$ cat src/rtl/freq_ascii_formatter.sv
// Binary-to-ASCII decimal formatter: sequential double-dabble conversion, then
// leading-zero suppression and byte-wise writes into the TX FIFO with back-pressure.
module freq_ascii_formatter #(
  parameter int unsigned IN_WIDTH  = 32,
  parameter int unsigned DIGITS    = 10,
  parameter bit          SEND_CRLF = 1'b1
) (
  input  logic                clk,
  input  logic                reset,
  input  logic                start,
  input  logic [IN_WIDTH-1:0] freq_hz,
  input  logic                tx_fifo_full,
  output logic [7:0]          tx_data,
  output logic                tx_fifo_wr,
  output logic                busy,
  output logic                done
);

  localparam int unsigned CNT_W = $clog2(IN_WIDTH + 1);
  localparam int unsigned IDX_W = (DIGITS > 1) ? $clog2(DIGITS) : 1;

  typedef enum logic [2:0] {
    S_IDLE,
    S_CONVERT,
    S_SKIP,
    S_SEND_DIG,
    S_SEND_CR,
    S_SEND_LF,
    S_FINISH
  } state_t;

  state_t                state_q, state_d;
  logic [IN_WIDTH-1:0]   shift_q, shift_d;
  logic [DIGITS*4-1:0]   bcd_q, bcd_d, bcd_adj;
  logic [CNT_W-1:0]      cnt_q, cnt_d;
  logic [IDX_W-1:0]      idx_q, idx_d;
  logic [7:0]            tx_data_q, tx_data_d;
  logic                  busy_q, busy_d;
  logic                  done_q, done_d;
  logic                  wr;

  // The only combinational input path: a write is gated directly by the full flag.
  assign wr = ((state_q == S_SEND_DIG) || (state_q == S_SEND_CR) || (state_q == S_SEND_LF))
              && !tx_fifo_full;

  always_comb begin
    state_d   = state_q;
    shift_d   = shift_q;
    bcd_d     = bcd_q;
    cnt_d     = cnt_q;
    idx_d     = idx_q;
    tx_data_d = tx_data_q;
    bcd_adj   = bcd_q;

    for (int unsigned i = 0; i < DIGITS; i++) begin
      if (bcd_q[i*4 +: 4] >= 4'd5) begin
        bcd_adj[i*4 +: 4] = bcd_q[i*4 +: 4] + 4'd3;
      end
    end

    case (state_q)
      S_IDLE: begin
        if (start) begin
          shift_d = freq_hz;
          bcd_d   = '0;
          cnt_d   = '0;
          state_d = S_CONVERT;
        end
      end
      S_CONVERT: begin
        {bcd_d, shift_d} = {bcd_adj, shift_q} << 1;
        cnt_d = cnt_q + 1'b1;
        if (cnt_q == CNT_W'(IN_WIDTH - 1)) begin
          idx_d   = IDX_W'(DIGITS - 1);
          state_d = S_SKIP;
        end
      end
      S_SKIP: begin
        if ((bcd_q[idx_q*4 +: 4] == 4'd0) && (idx_q != '0)) begin
          idx_d = idx_q - 1'b1;
        end else begin
          state_d = S_SEND_DIG;
        end
      end
      S_SEND_DIG: begin
        if (wr) begin
          if (idx_q != '0) begin
            idx_d = idx_q - 1'b1;
          end else begin
            state_d = SEND_CRLF ? S_SEND_CR : S_FINISH;
          end
        end
      end
      S_SEND_CR: if (wr) state_d = S_SEND_LF;
      S_SEND_LF: if (wr) state_d = S_FINISH;
      S_FINISH:  state_d = S_IDLE;
      default:   state_d = S_IDLE;
    endcase

    // tx_data is registered from the next digit index so it is stable for the whole send state.
    case (state_d)
      S_SEND_DIG: tx_data_d = 8'h30 + {4'h0, bcd_q[idx_d*4 +: 4]};
      S_SEND_CR:  tx_data_d = 8'h0D;
      S_SEND_LF:  tx_data_d = 8'h0A;
      default:    tx_data_d = tx_data_q;
    endcase

    busy_d = (state_d != S_IDLE) && (state_d != S_FINISH);
    done_d = (state_d == S_FINISH);
  end

  always_ff @(posedge clk) begin
    if (reset) begin
      state_q   <= S_IDLE;
      shift_q   <= '0;
      bcd_q     <= '0;
      cnt_q     <= '0;
      idx_q     <= '0;
      tx_data_q <= '0;
      busy_q    <= 1'b0;
      done_q    <= 1'b0;
    end else begin
      state_q   <= state_d;
      shift_q   <= shift_d;
      bcd_q     <= bcd_d;
      cnt_q     <= cnt_d;
      idx_q     <= idx_d;
      tx_data_q <= tx_data_d;
      busy_q    <= busy_d;
      done_q    <= done_d;
    end
  end

  assign tx_data    = tx_data_q;
  assign tx_fifo_wr = wr;
  assign busy       = busy_q;
  assign done       = done_q;

endmodule

$ cat config.mk
export PLATFORM = sky130hd
export DESIGN_NAME = freq_ascii_formatter
export DESIGN_NICKNAME = d
export VERILOG_FILES = /design/src/rtl/freq_ascii_formatter.sv
export SDC_FILE = /design/constraint.sdc
export NUM_CORES = 1
export LEC_CHECK = 0
export ABC_AREA = 1
export BUFFER_PORTS_ARGS = -buffer_cell sky130_fd_sc_hd__buf_2
export CAP_MARGIN = 20
export CORE_MARGIN = 10
export CORE_UTILIZATION = 54
export CTS_CLUSTER_DIAMETER = 150
export CTS_CLUSTER_SIZE = 24
export DETAILED_ROUTE_END_ITERATION = 8
export PLACE_DENSITY = 0.76
export SKIP_CTS_REPAIR_TIMING = 1
export SYNTH_ARGS = -nofsm -noshare
export SYNTH_HDL_FRONTEND = slang
export SYNTH_SLANG_ARGS = --single-unit
$ cat constraint.sdc
create_clock -name clk -period 2.12 [get_ports clk]
set_clock_uncertainty 0.05 [all_clocks]
set_input_delay 0.106 -clock clk [delete_from_list [all_inputs] [get_ports clk]]
set_output_delay 0.106 -clock clk [all_outputs]
set_load 0.03 [all_outputs]
* Word-level counts from Yosys, hierarchy flattened
Index checks and enable logic that the tools add are counted.
** Storage, ports and cells
- Register bits :: 95
- Output and inout port bits :: 11
- Input port bits :: 36
- Word-level logic and storage cells :: 88
** Cells by class
- Muxes and demuxes :: 30
- Reductions and logical operators :: 13
- Shift-type cells :: 2
- Equal/unequal tests :: 12
- Magnitude comparators :: 10
- Add/subtract/negate cells :: 13
** Operators by type and width (count)
- case mux 40 bit (2 select lines) :: 1
- indexed part select 40 x 7 -> 4 bit :: 2
- case mux 32 bit (2 select lines) :: 1
- 2-to-1 mux 4 bit :: 13
- greater-or-equal comparator 4 x 3 -> 1 bit (second input constant) :: 10
- 2-to-1 mux 40 bit :: 1
- adder 4 x 2 -> 4 bit (second input constant) :: 9
- 2-to-1 mux 32 bit :: 1
- 2-to-1 mux 3 bit :: 8
- case mux 8 bit (3 select lines) :: 1
- case mux 3 bit (6 select lines) :: 1
- equality test 3 bit (second input constant) :: 5
- case mux 4 bit (3 select lines) :: 1
- case mux 6 bit (2 select lines) :: 1
- equality test 3 x 2 -> 1 bit (second input constant) :: 3
- adder 6 x 4 -> 7 bit (first input constant) :: 1
- adder 6 x 1 -> 6 bit (second input constant) :: 1
- equality test 6 x 5 -> 1 bit (second input constant) :: 1
- 2-to-1 mux 6 bit :: 1
- nonzero test 3 bit :: 2
- zero test 4 bit :: 1
- nonzero test 4 bit :: 1
- subtractor 4 x 1 -> 4 bit (second input constant) :: 1
- adder 3 x 2 -> 3 bit (second input constant) :: 1
- other kinds (9) :: 12

* Depth between registers and ports, before layout
Gate-level depths: netlist of run 1.
- Depth in word-level cells :: 9
- Mapped depth :: 22
- Depth with buffers taken out :: 21

* Worst setup path after synthesis of run 1
Ideal clock, no wire load.
- Kind :: register to register
- Start point :: register idx_q[0]
- End point :: register tx_data_q[2], in the netlist tx_data[2]
- Data required time :: 1.938 ns
- Path slack :: -0.085 ns
- Buffers on the path :: 2
- Stages on the path, launching flop included :: 21
- Arrival :: 2.023 ns
- Path through :: dfxtp_1 -> buf_6 -> inv_8 -> ha_1 -> nand3_1 -> inv_2 -> nor2_8 -> nand2_1 -> nand3_1 -> nand3_2 -> inv_2 -> nand2_8 -> nand2_4 -> buf_6 -> nand2_1 -> nand3_1 -> nand3_1 -> nand3_1 -> nand2_1 -> nand2_1 -> a21oi_2
** On the way
- Word-level cells in the longest chain between the ends :: 8
- Elaborated cells between the ends (all ways) :: 21
- Those cells by class :: add/sub: 2; eq/ne: 3; shift: 2; mux: 10; reduce/logical: 4
** Ends and longest elaborated chain
- from (decl) :: line 36 : logic [IDX_W-1:0] idx_q, idx_d;
- from (signal assigned) :: line 127 : idx_q <= idx_d;
- indexed part select 40 x 7 -> 4 bit :: line 79 : if ((bcd_q[idx_q*4 +: 4] == 4'd0) && (idx_q != '0)) begin
- zero test 4 bit :: line 79
- logical AND 1 bit :: line 79
- 2-to-1 mux 4 bit :: line 79
- case mux 4 bit (3 select lines) :: line 61 : case (state_q)
- indexed part select 40 x 7 -> 4 bit :: line 102 : S_SEND_DIG: tx_data_d = 8'h30 + {4'h0, bcd_q[idx_d*4 +: 4]};
- adder 6 x 4 -> 7 bit :: line 102
- case mux 8 bit (3 select lines) :: line 101 : case (state_d)
- to (signal assigned) :: line 128 : tx_data_q <= tx_data_d;
- to (decl) :: line 37 : logic [7:0] tx_data_q, tx_data_d;
Parallel ways exist; a longest one is shown, timed or not. The select of a mux whose other input is x is not followed.
A chain may end at the register's enable or synchronous reset.

* Worst setup path in the final report of run 1
- Start point :: register idx_q[0]
- End point :: register tx_data_q[3], in the netlist tx_data[3]
Same word-level chain as after synthesis.

==> impl_metrics.toml, run 1 <==
[synth]
ys_seq_elements = 92
ys.flop_type = "dfxtp_1"
synth_common_cells = "nand2_1 (209), dfxtp_1 (92), inv_1 (74)"
muxShareOfSynthArea_pct = 0
synth_cell_type_count = 44
syn_avg_cell_area_um2 = 6.778
synth.most_common_cell = "nand2_1"
synth_compound_area_share_pct = 19.25
netlist_instances = 796
ys_async_sr_fraction_pct = 0
synthTopCellsByArea = "dfxtp_1 (34%), nand2_1 (15%), a21oi_1 (6.5%)"
synthAdderAreaFrac_pct = 5.102
seq_area_frac_synth_pct = 34.14
yosys.area.top_type = "dfxtp_1"
synth-simple-area-share_pct = 31.77
synth_top_family_by_area = "simple AND/OR/NAND/NOR gates"
yosys.area_share.xor_xnor_pct = 0.3247
yosysWarnings = 0
synth_top_area_share_pct = 34.14
synth-edff-count = 0
syn_area_mm2 = 0.005395

[timing]
timing.final.ws_setup_ns = -0.1431
slew_viol_final = 0
fin_crit_sh_pct = 106.7
fin_tns_setup_ns = -0.5453
hold_slack_ns = 0.1692
relSlewSlack_pct = 59.73
clock.fmax_mhz = 441.9
worst_pin_slew_ns = 0.6041
rsz0062_at_grt = "yes"
setup_violations = 4
layout_min_cycle_time_ns = 2.263
finalHoldViolCount = 0

[worst_setup_path]
ff2ff_setup_slack_ns = -0.14
crit_family = "simple AND/OR/NAND/NOR gates"
worstPathCellList = "buf_6, inv_8, nand3_2, nand2_2, nand2_1, nand2_1, inv_2, nand3_4, nand4_1, nand3_2, nand2_2, nor2_4, clkinv_4, a21oi_1, o21ai_0, nand3_1, nand3_2, a21oi_1"
rr_worst_depth = 18
r2r-end = "tx_data[3]"
crit_buf_inv = 4
critPathMaxFanout = 7
start_kind = "register"
setup.worst_path.class = "reg2reg"
crit_required_ns = 2.39
crit_path_frequent_cell = "nand3_2"
r2r_start = "idx_q[0]"
arrival_ns = 2.53
cp_slowest_cell = "dfxtp_2"
worst_setup_path_end_kind = "register"
slowest_delay_ns = 0.34

[routing]
vias = 6008
drt_iter0_markers = 508
vias_per_cell = 5.502
first_pass_iters = 5
remaining_drc_errors = 0
drt_wl_total_um = 15960
drtAntennaViolNets = 0
avgRoutedWirePerCell_um = 14.61

[status]
violations = "setup timing"
status = "finished with violations"

[grt]
grt_max_degree = 61
grt_usage_pct = 19.62
grt_antenna_before_repair = 1
grt_pass1_vias = 5444
grt-ovfl-total = 0
grt_pass1_wl_um = 24050

[placement]
port_buffers = 44
dpl_worst_slack_ns = -0.1348
place_congestion = 0.9411
dpl.hpwl_um = 10490

[power]
powerDensity_mw_per_mm2 = 537.5
p_leak_uw = 0.003139
ir_drop_mv = 0.5426

[cts]
clockBufferDepth = 2
h-tree-depth = 3
root_buffer = "clkbuf_8"
clkSlewWorstSetupHoldPaths_ns = 0.11
clock_latency_ns = 0.38
cts_tree = "built"
cts_num_sinks = 92
cts_made_buffers = 9

[floorplanning]
rows = 36
core_area_mm2 = 0.009774
start_util_pct = 55.20
dieArea_mm2 = 0.01439
die_h_um = 120.0
die_w_um = 120.0
ioPinCount = 47

[min_path]
whs_endpoint = "cnt_q[5]"
worstHoldPathCells = 4
hp-class = "in2reg"
hp-start = "start"

[layout]
areaGrowthSynthToFinish_pct = 33.70
drive_above_1_share_pct = 25.68
layout.nets = 1011

[run]
cap_violations = 0
==> worst reg2reg max path, cell delays in order, from the launching register on <==
cell      delay [ns]
dfxtp_2         0.34
buf_6           0.13
inv_8           0.08
nand3_2         0.08
nand2_2         0.08
nand2_1         0.05
nand2_1         0.07
inv_2           0.05
nand3_4         0.10
nand4_1         0.14
nand3_2         0.12
nand2_2         0.07
nor2_4          0.21
clkinv_4        0.12
a21oi_1         0.12
o21ai_0         0.09
nand3_1         0.10
nand3_2         0.09
a21oi_1         0.13
==> layout by cell type (no fill, tap or decap), types with 4 or more instances in the layout <==
cell type	synthesis	layout
dlygate4sd3_1	0	33
a31oi_1	30	30
nor3_1	12	12
nor2_1	48	43
nand2_1	209	200
nand2_4	3	4
o21ai_1	6	6
buf_2	1	44
o211ai_1	12	12
o21ai_0	54	52
ha_1	22	20
nand3_2	9	16
inv_2	8	10
dfxtp_2	0	6
dfxtp_1	92	86
clkbuf_8	0	9
nand2_2	3	11
a21oi_1	70	70
nand3_1	68	59
nor2_2	7	6
nand4_1	6	6
buf_12	0	6
nor2_4	3	9
inv_1	74	72
buf_6	3	4
buf_4	4	93
==> area by class of cell <==
cell class	instances	area, µm²
Tap cell	133	166.4
Timing Repair Buffer	180	1414
Fill cell	746	2561
Sequential cell	92	1849
Timing Repair inverter	1	5.005
Antenna cell	1	2.502
Multi-Input combinational cell	585	3231
Clock buffer	9	123.9
Clock inverter	7	93.84
Inverter	84	327.8
==> through the flow <==
stage / area [µm²] / total power (µW) / util [%] / instances
final: 7213 / 3877 / 73.80 / 1092
after global routing: 7213 / 4039 / 73.80 / 1092
after CTS: 6659 / 3771 / 68.13 / 1051
after detailed placement: 6441 / 2492 / 65.90 / 1035
after global placement: 6441 / 2476 / 65.90 / 1035
after floorplan: 5415 / 2274 / - / 797
==> cells by family after synthesis <==
family,after synthesis
xor+xnor,2
buf+inv,121
compound gates,183
other cells,1
fa+ha+maj,22
simple gates,375
flops,92
==> worst max-delay path by stage <==
stage                     cells after the start  startpoint  slack (ns)          to
after floorplan                              18  state_q[0]        0.03  tx_data[2]
after CTS                                    17    idx_q[0]       -0.16  tx_data[1]
after global routing                         18    idx_q[0]       -0.26  tx_data[3]
final                                        18    idx_q[0]       -0.14  tx_data[3]
after global placement                       19    idx_q[0]       -0.05  tx_data[0]
after detailed placement                     17    idx_q[0]       -0.13  tx_data[0]
==> power breakdown <==
part / switching (µW) / internal (µW)
Sequential: 32.7 / 1780
Combinational: 437 / 317
Clock: 728 / 577
Total: 1200 / 2680
==> layer usage <==
metal  track usage (%)  part of all wire (%)  wire, µm  vias to the layer above
met4             7.994                   2.5       401                        0
met2             34.01                    51      8118                      216
met5                 0                     0         0                        -
met3             3.938                   5.4       856                       43
met1             23.16                    41      6580                     2783
li1                  -                     -         -                     2966
==> state kept, by name (all words and copies together), names as in the netlist <==
name and flops:
bcd_q 40, busy 1, cnt_q 6, done 1
idx_q 4, shift_q 32, state_q 3, tx_data 5
No activity file was read; power rests on OpenSTA's default activity.
==> inputs of run 2 (changes only) <==
--- a/config.mk
+++ b/config.mk
@@ -14,7 +14,6 @@
 export CTS_CLUSTER_SIZE = 24
 export DETAILED_ROUTE_END_ITERATION = 8
 export PLACE_DENSITY = 0.76
-export SKIP_CTS_REPAIR_TIMING = 1
 export SYNTH_ARGS = -nofsm -noshare
 export SYNTH_HDL_FRONTEND = slang
 export SYNTH_SLANG_ARGS = --single-unit
==> constraint.sdc (replaced) <==
create_clock -name clk -period 2.12 [get_ports clk]
set_clock_uncertainty 0.05 [all_clocks]
set_input_delay 0.424 -clock clk [delete_from_list [all_inputs] [get_ports clk]]
set_output_delay 0.424 -clock clk [all_outputs]
set_load 0.03 [all_outputs]
==> impl_metrics.toml, run 2 (synthesized netlist as in run 1, its figures left out) <==
[status]
status = "finished with violations"
violations = "setup timing"

[layout]
drive_above_1_share_pct = 27.01
n_antenna_cell = 0
layout.nets = 986
layout_commonest_cell = "nand2_1"
areaGrowthSynthToFinish_pct = 28.18
post-route-util_pct = 70.75
largest_reg_flops = 40
fillers = 788
regMostFlops = "bcd_q"
reg_top3 = "bcd_q: 40 flops, shift_q: 32 flops, cnt_q: 6 flops"
mostFrequentLayoutCells = "nand2_1 (203), buf_4 (99), dfxtp_1 (88), inv_1 (72), a21oi_1 (65)"

[timing]
fin_crit_sh_pct = 112.6
hold_slack_ns = 0.2205
layout_min_cycle_time_ns = 2.387
rsz0062_at_grt = "yes"
clock.fmax_mhz = 419.0
setup_violations = 4
finalHoldViolCount = 0
slew_viol_final = 0
timing.final.ws_setup_ns = -0.2668

[routing]
avgRoutedWirePerCell_um = 14.26
met1_length_um = 6336
remaining_drc_errors = 0
dr.max_layer_used = "met4"
vias = 5910
met2WireLength_um = 7411
drt_iter0_markers = 598
vias_per_cell = 5.544
drt_wl_total_um = 15200
drtAntennaViolNets = 0
first_pass_iters = 6
dr_wl_met3_um = 893

[run]
cap_violations = 0

[worst_setup_path]
critPathMaxFanout = 8
start_kind = "register"
arrival_ns = 2.66
worst_setup_path_end_kind = "register"
crit_required_ns = 2.40
setup.worst_path.class = "reg2reg"

[floorplanning]
rows = 36
die_w_um = 120.0
start_util_pct = 55.20
die_h_um = 120.0
ioPinCount = 47
dieArea_mm2 = 0.01439
core_area_mm2 = 0.009774

[power]
internal-power_uw = 2518
p_leak_uw = 0.003001
combPwrFrac_pct = 19.5
ir_drop_mv = 0.5450
power_switching_uw = 1177
sw_frac_of_total_pct = 31.86
p_clk_share_pct = 31.4
powerDensity_mw_per_mm2 = 534.4
pwr-share-seq_pct = 49.1

[cts]
clockBufferDepth = 2
clock_latency_ns = 0.39
cts_tree = "built"
h-tree-depth = 3
cts_num_sinks = 92
cts_made_buffers = 9
root_buffer = "clkbuf_8"
clkSlewWorstSetupHoldPaths_ns = 0.10

[placement]
place_congestion = 0.9734
port_buffers = 44
dpl.hpwl_um = 10820

[grt]
grt_max_degree = 51
grt_usage_pct = 21.10
grt_antenna_before_repair = 0
grt_pass1_vias = 5720
grt-ovfl-total = 0
grt_pass1_wl_um = 25680

[min_path]
hp-class = "in2reg"
==> run 2: cell types whose count changed in the layout (fill, tap and decap cells not counted), sizes merged, moves of 2 or more <==
| cell | delta |
|---|---|
| inv | +2 |
| buf | +8 |
| clkinv | -3 |
| dlygate4sd3 | -33 |
==> run 2: worst paths after layout <==
path         startpoint          to  slack (ns)  cells past startpoint
min reg2reg  shift_q[0]  shift_q[0]        0.43                      2
min          freq_hz[0]  shift_q[0]        0.22                      3
max            idx_q[1]  tx_data[0]       -0.27                     15
max reg2reg    idx_q[1]  tx_data[0]       -0.27                     15
==> run 2: final cells by class <==
cell class / instances / area, µm² / area share (%)
multi-input cells: 586 / 3246 / 46.93
flip-flops and latches: 92 / 1847 / 26.71
repair buffers: 155 / 1142 / 16.52
clock buffers: 10 / 127.6 / 1.845
clock inverters: 6 / 51.30 / 0.7418
inverters: 84 / 335.3 / 4.849
well taps: 133 / 166.4 / 2.406
==> run 2: power by group through the flow <==
stage	Clock, µW	Combinational (µW)	Sequential, µW
2_1_floorplan	0	424	1850
3_3_place_gp	0	616	1850
3_5_place_dp	0	635	1850
4_1_cts	1180	695	1820
5_1_grt	1250	791	1820
6_report	1160	719	1820
==> run 2: metrics by stage <==
step	cell area, µm²	setup slack [ns]	std cells	setup TNS [ns]	total power (µW)
2_1_floorplan	5415	0.02644	797	0	2274
3_3_place_gp	6454	-0.08670	1040	-0.2883	2467
3_5_place_dp	6454	-0.1732	1040	-0.6628	2488
4_1_cts	6804	-0.08224	1061	-0.2990	3687
5_1_grt	6915	-0.3847	1066	-1.438	3864
6_report	6915	-0.2668	1066	-0.9325	3695
==> run 2: timing repair <==
action	in CTS	in global routing
setup endpoints to repair	4	6
pin swaps	10	14
gates cloned	2	0
buffers inserted	3	5
hold buffers	0	0
gates resized for setup	32	20
endpoints found under the hold margin	0	0
==> run 2: critical path, stage by stage (launching register included) <==
cell     delay, ns
dfxtp_1       0.36
nor2_1        0.26
nand4_1       0.30
nand3_4       0.22
nand2_2       0.07
nand3_2       0.07
nand2_2       0.06
nor2_4        0.15
buf_6         0.13
buf_12        0.12
nand3_1       0.09
nand3_1       0.10
nand3_1       0.08
nand2_1       0.06
nand2_1       0.07
a21oi_2       0.12
==> run 2: per-layer routing <==
| metal | global-route usage (%) | up-vias |
|---|---|---|
| li1 | - | 2913 |
| met1 | 24.39 | 2719 |
| met2 | 35.59 | 225 |
| met3 | 4.688 | 53 |
| met4 | 11.39 | 0 |
| met5 | 0 | - |
==> inputs of run 3 (changes only) <==
--- a/config.mk
+++ b/config.mk
@@ -14,6 +14,7 @@
 export CTS_CLUSTER_SIZE = 24
 export DETAILED_ROUTE_END_ITERATION = 8
 export PLACE_DENSITY = 0.76
+export SKIP_CTS_REPAIR_TIMING = 1
 export SYNTH_ARGS = -nofsm -noshare
 export SYNTH_HDL_FRONTEND = slang
 export SYNTH_SLANG_ARGS = --single-unit
==> impl_metrics.toml, run 3 (synthesized netlist as in run 1, its figures left out) <==
[status]
status = "finished with violations"
violations = "setup timing"

[timing]
finalHoldViolCount = 0
timing.final.ws_setup_ns = -0.2486
hold_slack_ns = 0.2219
slew_viol_final = 0
fin_crit_sh_pct = 111.7
clock.fmax_mhz = 422.2
rsz0062_at_grt = "yes"
setup_violations = 5
layout_min_cycle_time_ns = 2.369

[placement]
dpl_cell_area_mm2 = 0.006454
dp_cells = 1040
port_buffers = 44
dpl.hpwl_um = 10820
place_congestion = 0.9734

[power]
ir_drop_mv = 0.5435
power_switching_uw = 1164
combPwrFrac_pct = 19.1
p_clk_share_pct = 31.5
internal-power_uw = 2512
pwr-share-seq_pct = 49.4
p_leak_uw = 0.002958
power_uw = 3676
powerDensity_mw_per_mm2 = 539.8
sw_frac_of_total_pct = 31.67

[floorplanning]
die_h_um = 120.0
rows = 36
dieArea_mm2 = 0.01439
die_w_um = 120.0
start_util_pct = 55.20
core_area_mm2 = 0.009774
ioPinCount = 47

[worst_setup_path]
critPathMaxFanout = 7
crit_required_ns = 2.35
start_kind = "register"
arrival_ns = 2.60
worst_setup_path_end_kind = "register"
setup.worst_path.class = "reg2reg"

[layout]
finalInstanceArea_mm2 = 0.006809
largest_reg_flops = 40
mostFrequentLayoutCells = "nand2_1 (205), buf_4 (100), dfxtp_1 (87), inv_1 (74), a21oi_1 (67)"
reg_top3 = "bcd_q: 40 flops, shift_q: 32 flops, cnt_q: 6 flops"
layout.nets = 980
n_antenna_cell = 0
layout.cells.non_filler = 1060
drive_above_1_share_pct = 26.00
areaGrowthSynthToFinish_pct = 26.21
regMostFlops = "bcd_q"
layout_commonest_cell = "nand2_1"
post-route-util_pct = 69.66

[routing]
vias_per_cell = 5.452
drtAntennaViolNets = 0
drt_wl_total_um = 14910
remaining_drc_errors = 0
avgRoutedWirePerCell_um = 14.07
first_pass_iters = 5
drt_iter0_markers = 516
vias = 5779

[cts]
cts_tree = "built"
root_buffer = "clkbuf_8"
cts_made_buffers = 9
cts_num_sinks = 92
clockBufferDepth = 2
clkSlewWorstSetupHoldPaths_ns = 0.10
clock_latency_ns = 0.40
h-tree-depth = 3

[min_path]
hp-class = "in2reg"

[grt]
grt_pass1_vias = 5599
grt-ovfl-total = 0
grt_max_degree = 51
grt_antenna_before_repair = 0
grt_pass1_wl_um = 24880
grt_usage_pct = 20.41

[run]
cap_violations = 0
[run 3: cell type report]
| cell class | count | area, µm² |
|---|---|---|
| Multi-Input combinational cell | 585 | 3212 |
| Timing Repair Buffer | 150 | 1074 |
| Clock inverter | 6 | 51.30 |
| Fill cell | 814 | 2965 |
| Tap cell | 133 | 166.4 |
| Sequential cell | 92 | 1848 |
| Inverter | 84 | 330.3 |
| Clock buffer | 10 | 127.6 |
[run 3: power groups by stage]
stage	Combinational, µW	Clock, µW	Sequential, µW
2_1_floorplan	424	0	1850
3_3_place_gp	616	0	1850
3_5_place_dp	635	0	1850
4_1_cts	638	1180	1810
5_1_grt	770	1250	1820
6_report	702	1160	1820
[run 3: through the flow]
step | setup TNS (ns) | setup slack, ns
after floorplan | 0 | 0.02644
after global placement | -0.2883 | -0.08670
after detailed placement | -0.6628 | -0.1732
after CTS | -0.7958 | -0.2059
after global routing | -1.257 | -0.3266
final | -0.7557 | -0.2486
[run 3: path summary, 6_finish.rpt]
kind / cells past startpoint / slack (ns) / startpoint / to
max: 17 / -0.25 / idx_q[0] / tx_data[1]
min: 3 / 0.22 / freq_hz[0] / shift_q[0]
max reg2reg: 17 / -0.25 / idx_q[0] / tx_data[1]
min reg2reg: 2 / 0.43 / shift_q[0] / shift_q[0]
[run 3: layer usage]
layer	GRT usage, %	vias up	share of wire (%)
li1	-	2895	-
met1	23.74	2646	43
met2	34.80	189	49
met3	4.360	49	5.2
met4	10.11	0	3.4
met5	0	-	0
[run 3: worst max-delay path, cell delays in order, from the launching register on]
cell     delay, ns
dfxtp_2       0.35
buf_12        0.14
inv_8         0.07
nand3_2       0.08
nand2_2       0.08
nand2_1       0.05
nand2_1       0.07
inv_2         0.05
nand3_4       0.10
nand3_4       0.11
buf_4         0.16
buf_4         0.13
nand2_1       0.11
nand2_1       0.12
inv_1         0.14
nand2_1       0.11
o21ai_0       0.30
a21oi_2       0.04
